## src/rtl/sign_narrow.sv

```systemverilog
// Signed narrowing unit: range-checks wide signed words, emits narrow encoding + fit flag via a 2-entry FIFO.
// Define SIGN_NARROW_SAT_EN to saturate out-of-range words; default build truncates them.
module sign_narrow #(
  parameter int IN_W  = 16,
  parameter int OUT_W = 4,
  parameter int CNT_W = 8
) (
  input  logic             clock,
  input  logic             reset_n,
  input  logic             in_valid,
  output logic             in_ready,
  input  logic [IN_W-1:0]  in_data,
  output logic             out_valid,
  input  logic             out_ready,
  output logic [OUT_W-1:0] out_data,
  output logic             out_fit,
  input  logic             clr_count,
  output logic [CNT_W-1:0] ovf_count
);

  typedef struct packed {
    logic [OUT_W-1:0] data;
    logic             fit;
  } entry_t;

  entry_t     q [2];
  logic       wr_ptr, rd_ptr;
  logic [1:0] occ;
  logic       push, pop;
  logic       fit;
  entry_t     new_e;

  // Representable iff every bit from the MSB down to the narrow sign bit agrees.
  assign fit = (&in_data[IN_W-1:OUT_W-1]) | ~(|in_data[IN_W-1:OUT_W-1]);

  always_comb begin
    new_e.fit = fit;
`ifdef SIGN_NARROW_SAT_EN
    if (fit)
      new_e.data = in_data[OUT_W-1:0];
    else if (in_data[IN_W-1])
      new_e.data = {1'b1, {(OUT_W-1){1'b0}}};
    else
      new_e.data = {1'b0, {(OUT_W-1){1'b1}}};
`else
    new_e.data = in_data[OUT_W-1:0];
`endif
  end

  assign in_ready  = (occ < 2'd2);
  assign out_valid = (occ != 2'd0);
  assign push      = in_valid && in_ready;
  assign pop       = out_valid && out_ready;
  assign out_data  = q[rd_ptr].data;
  assign out_fit   = q[rd_ptr].fit;

  always_ff @(posedge clock or negedge reset_n) begin
    if (!reset_n) begin
      wr_ptr <= 1'b0;
      rd_ptr <= 1'b0;
      occ    <= 2'd0;
      q[0]   <= '0;
      q[1]   <= '0;
    end else begin
      if (push) begin
        q[wr_ptr] <= new_e;
        wr_ptr    <= ~wr_ptr;
      end
      if (pop) rd_ptr <= ~rd_ptr;
      case ({push, pop})
        2'b10:   occ <= occ + 2'd1;
        2'b01:   occ <= occ - 2'd1;
        default: occ <= occ;
      endcase
    end
  end

  // Clear beats a same-cycle increment; saturates instead of wrapping.
  always_ff @(posedge clock or negedge reset_n) begin
    if (!reset_n)
      ovf_count <= '0;
    else if (clr_count)
      ovf_count <= '0;
    else if (push && !fit && (ovf_count != {CNT_W{1'b1}}))
      ovf_count <= ovf_count + 1'b1;
  end

endmodule

```

## config.mk

```make
export PLATFORM = sky130hd
export DESIGN_NAME = sign_narrow
export DESIGN_NICKNAME = d
export VERILOG_FILES = /design/src/rtl/sign_narrow.sv
export SDC_FILE = /design/constraint.sdc
export NUM_CORES = 1
export LEC_CHECK = 0
export ABC_AREA = 1
export CAP_MARGIN = 20
export CORE_MARGIN = 4
export CORE_UTILIZATION = 47
export DETAILED_ROUTE_END_ITERATION = 6
export PLACE_DENSITY = 0.79
export SLEW_MARGIN = 40
export SYNTH_ARGS = -nofsm -noshare
export SYNTH_HDL_FRONTEND = slang
export SYNTH_SLANG_ARGS = --single-unit
```

## constraint.sdc

```tcl
create_clock -name clock -period 2.3 [get_ports clock]
set_clock_uncertainty 0.1 [all_clocks]
set_input_delay 0.575 -clock clock [delete_from_list [all_inputs] [get_ports clock]]
set_output_delay 0.575 -clock clock [all_outputs]
set_load 0.005 [all_outputs]
```

# Word level (Yosys, flattened, before mapping)
# Index checks and enable logic that the tools add are counted.
# W data, S select, Z words.
[totals]
reg_bits = 22
inputBits = 21
output_inout_bits = 15
elab_cells = 44
[classes]
addsub = 3
mux = 9
n_eq_ne = 3
magnitude_cmp = 4
n_bitwise = 6
n_reduce_logical = 11
[op_table]
columns = ["operator", "n"]
rows = [
  ["$mux W5", 4],
  ["$mux W8", 2],
  ["$reduce_and A13 Y1", 1],
  ["$reduce_or A13 Y1", 1],
  ["$bwmux W10", 1],
  ["$add A8 B1 Y8 const B", 1],
  ["$ne A8 B8 Y1 const B", 1],
  ["$reduce_bool A2 Y1", 3],
  ["$demux W5 S1", 1],
  ["$logic_and A1 B1 Y1", 5],
  ["$ge A2 B2 Y1 const B", 2],
  ["$not A1 Y2", 2],
  ["$pmux W2 S2", 1],
  ["$not A1 Y1", 3],
  ["$add A2 B1 Y2 const B", 1],
  ["$eq A2 B1 Y1 const B", 1],
  ["$eq A2 B2 Y1 const B", 1],
  ["$lt A2 B1 Y1 const B", 1],
  ["$lt A2 B2 Y1 const B", 1],
  ["$sub A2 B1 Y2 const B", 1],
  ["$logic_not A1 Y1", 1],
  ["$or A1 B1 Y1", 1],
]

# Logic depth before layout (Yosys ltp)
[logic_depth]
depth_word = 8
ltp_mapped = 9
depth_no_buf = 9

# Worst setup path before layout
# Ideal clock, no wire load.
[synth_timing]
path_type = "register to register"
start = "register occ[0]"
end = "register occ[1]"
setup_time_ns = 0.131
required_time_ns = 2.069
path_stages_with_launch = 8
n_path_buf = 0
t_arrival_ns = 1.436
slack_ns = 0.633
period_less_slack_ns = 1.667
path_cell_list = "dfrtp_1 or2_2 nand2_1 inv_1 ha_1 a21oi_1 o21ai_0 xor2_1"
[synth_between]
elab_chain_len = 4
word_cells_on_any_way = 10
cone_classes = "add/sub: 2; order compare: 1; eq/ne: 2; mux: 1; reduce/logical: 4"
[synth_lines]
columns = ["item", "line", "rtl"]
rows = [
  ["start, declared", "28", "logic [1:0] occ;"],
  ["start signal, assigned", "71", "2'b10: occ <= occ + 2'd1;"],
  ["start signal, assigned", "72", "2'b01: occ <= occ - 2'd1;"],
  ["$reduce_bool A2 Y1 *", "51", "assign out_valid = (occ != 2'd0);"],
  ["named net out_valid", "13", "output logic out_valid,"],
  ["$logic_and A1 B1 Y1 *", "53", "assign pop = out_valid && out_ready;"],
  ["named net pop", "29", "logic push, pop;"],
  ["$eq A2 B1 Y1 / $eq A2 B2 Y1 (equally long branches)", "70", "case ({push, pop})"],
  ["$pmux W2 S2 / $reduce_bool A2 Y1 (equally long branches)", "--", ""],
]
# The timed path passes the listed nets; every way through them passes the cells marked *.
# A chain may end at the register's enable or synchronous reset.

# Worst setup path in the final report
[layout_timing]
start = "register rd_ptr"
end = "output port out_data[3]"
[layout_between]
elab_chain_len = 4
[layout_lines]
columns = ["item", "line", "rtl"]
rows = [
  ["start, declared", "27", "logic wr_ptr, rd_ptr;"],
  ["start signal, assigned", "69", "if (pop) rd_ptr <= ~rd_ptr;"],
  ["$not A1 Y2 (not written as such)", "54", "assign out_data = q[rd_ptr].data;"],
  ["$mux W5 (3 in series)", "--", ""],
  ["end, declared", "15", "output logic [OUT_W-1:0] out_data,"],
]
# Every way passes these cells. The select of a mux whose other input is x is not followed.

==> impl_metrics.py <==
metrics = {
    "synth": {
        "synth_top_area_share_pct": 44.2,
        "ys_ff_latch": 22,
        "synth.most_common_cell": "nand2_1",
        "yosysTopAreaCell": "dfrtp_1",
        "synth_area_per_cell_um2": 7.50,
        "ys.flop_type": "dfrtp_1",
        "synthTopCellsByArea": "dfrtp_1, nand2_1, nand3_1",
        "post_synth_instance_area_um2": 1240,
        "async_flop_share_pct": 100,
        "synth_cell_types": 21,
        "synth-seq-area-share_pct": 44.2,
        "yosysWarnings": 0,
        "synth_edf_count": 0,
        "ys_top_cells_by_count": "nand2_1, dfrtp_1, inv_1",
        "synth_fp_nets": 189,
        "synth_cells": 166,
    },
    "drt": {
        "drtIter0Drc": 21,
        "wirelength_um": 2750,
        "drt_pass1_iterations": 4,
        "route.antenna.remaining_nets": 0,
        "drc": 0,
        "vias_per_cell": 4.90,
        "route.vias.total": 1156,
        "post_drt_wl_per_cell_um": 11.6,
    },
    "timing": {
        "rsz0062_at_grt": "false",
        "drv_slew": 0,
        "finalCritPeriodShare_pct": 95.7,
        "fin_crit_ps": 2200,
        "setup_tns_ps": 0,
        "fmax_ghz": 0.454,
        "tightest_slew_ps": 448,
        "finalSetupViolations": 0,
        "maxSlewHeadroom_pct": 70.1,
        "hold-worst-slack_ps": 404,
        "final-hold-violation-count": 0,
    },
    "worst_setup_path": {
        "cpMostUsedCell": "nand2_1",
        "r2r_end": "occ[1]",
        "cp-start-kind": "register",
        "path_max_fanout": 6,
        "crit_cells": 4,
        "crit_type": "reg -> out",
        "slowest_stage": "clkdlybuf4s50_1",
        "critPathBufInv": 2,
        "worst_setup_path_end_kind": "primary output",
        "worst_r2r_path_depth": 7,
        "cp.required_ps": 1620,
        "critPathTopFamily": "buffers and inverters",
        "worstPathCellList": "inv_2 -> nand2_1 -> nand2_1 -> clkdlybuf4s50_1",
        "reg2reg_slack_ps": 570,
        "cpPeakStageDelay_ps": 490,
        "r2r-start": "occ[1]",
        "cp.arrival_ps": 1530,
    },
    "placed_design": {
        "dpl.hpwl_um": 2100,
        "io_buffer_count": 35,
        "place.gp.congestion": 0.830,
    },
    "clock_network": {
        "cts_tree": "yes",
        "root_buffer": "clkbuf_4",
        "holdBufCountCts": 0,
        "clock_path_buffers": 2,
        "clk_latency_ps": 310,
        "path_clk_slew_ps": 120,
        "clock-sinks": 22,
        "cts_buffers": 3,
        "h-tree-depth": 1,
    },
    "floorplan": {
        "die-area_um2": 3540,
        "ios": 36,
        "chipHeight_um": 59.5,
        "rows": 18,
        "coreArea_um2": 2500,
        "start_util_pct": 49.8,
        "die_x_um": 59.5,
    },
    "global_routing": {
        "antenna_found_initial": 0,
        "grt_pass1_vias": 1226,
        "grt_use_total_pct": 18.4,
        "grt_max_degree": 23,
        "overflow": 0,
        "grt_first_pass_wirelength_um": 4970,
    },
    "min_path": {
        "hold_path.class": "reg -> reg",
        "hold_end": "q[6]",
        "holdPathStages": 2,
        "hold_start": "q[6]",
    },
    "flow_run": {
        "cap_violations": 0,
    },
    "power": {
        "p_leak_nw": 0.872,
        "vdd_drop_max_uv": 764,
        "power.density_nw_per_um2": 801,
        "finalPower_mw": 1.35,
    },
    "layout": {
        "layout-drive-gt1-share_pct": 9.22,
        "fin_util_pct": 67.2,
        "area_growth_pct": 35.0,
        "antenna_cells": 0,
        "nNetsFinal": 230,
    },
    "status": {
        "status": "complete, no violations",
    },
}
==> area by class of cell <==
type	count	area [µm²]
multi-input combinational	120	602
fill	216	820
tap	30	37.5
inverter	23	87.6
clock buffer	4	36.3
timing repair buffer	37	365
sequential	22	552
==> layout by cell type (no fill, tap or decap) <==
cell             count
nand2_1             53
clkdlybuf4s50_1     35
dfrtp_1             21
inv_1               20
nand3_1             18
nor2_1              16
o21ai_0             11
xor2_1               7
nand2_2              4
clkbuf_4             3
inv_2                2
ha_1                 2
buf_4                2
or2_2                1
or2_1                1
nor2_2               1
clkinv_2             1
nand3_2              1
nor2_4               1
nand4_4              1
mux2_1               1
a21oi_1              1
xnor2_1              1
clkbuf_8             1
dfrtp_2              1
==> worst register-to-register path, delay by kind of cell, from the launching register on <==
family	cells	cell delay (ps)
DFF	1	410
and+or+nand+nor	2	410
adders and majority gates	1	290
buffers and inverters	1	50
xor gates and xnor gates	1	150
AOI/OAI and AO/OA	2	220
==> flip-flops by register name, summed over array words and instances, names as in the netlist <==
signal and count:
q 10, ovf_count 8, rd_ptr 1, wr_ptr 1
occ 2
==> routing by layer <==
| layer | global-route usage [%] | vias up | part of all wire, % |
|---|---|---|---|
| met4 | 6.80 | 0 | 1.6 |
| met2 | 34.0 | 29 | 50 |
| met3 | 3.05 | 7 | 3.2 |
| met5 | 0 | - | 0 |
| met1 | 21.0 | 521 | 45 |
| li1 | - | 599 | - |
==> where the power goes <==
| group | leakage [nW] | total [mW] | internal (mW) | switching [mW] |
|---|---|---|---|---|
| sequential | 0.285 | 0.579 | 0.498 | 0.0814 |
| combinational | 0.566 | 0.553 | 0.290 | 0.262 |
| clock | 0.0210 | 0.214 | 0.0967 | 0.117 |
==> kinds of logic after synthesis <==
kind of cell,share of synthesized area (%)
compound gates,4.82
xor+xnor,5.63
fa+ha+maj,2.01
buf+inv,7.44
flops,44.2
mux,0.904
simple gates,35.0
==> worst max path at each step <==
stage	start	to	slack, ps
2_1_floorplan	occ[0]	occ[1]	630
3_3_place_gp	in_valid	occ[1]	280
3_5_place_dp	in_valid	occ[1]	240
4_1_cts	rd_ptr	out_data[3]	30
5_1_grt	rd_ptr	out_data[1]	8
6_report	rd_ptr	out_data[3]	100
==> metrics by stage <==
stage	instances	instance area, µm²	worst slack [ps]
floorplan	166	1240	633
detailed placement	231	1640	241
finish	236	1680	99.6
global placement	231	1640	276
global route	236	1680	7.81
CTS	235	1670	27.4
==> what timing repair did <==
action | 4_1_cts | 5_1_grt
setup endpoints to repair | 4 | 5
gates resized for setup | 1 | 1
buffers inserted | 0 | 1
No activity file was read; power rests on OpenSTA's default activity.
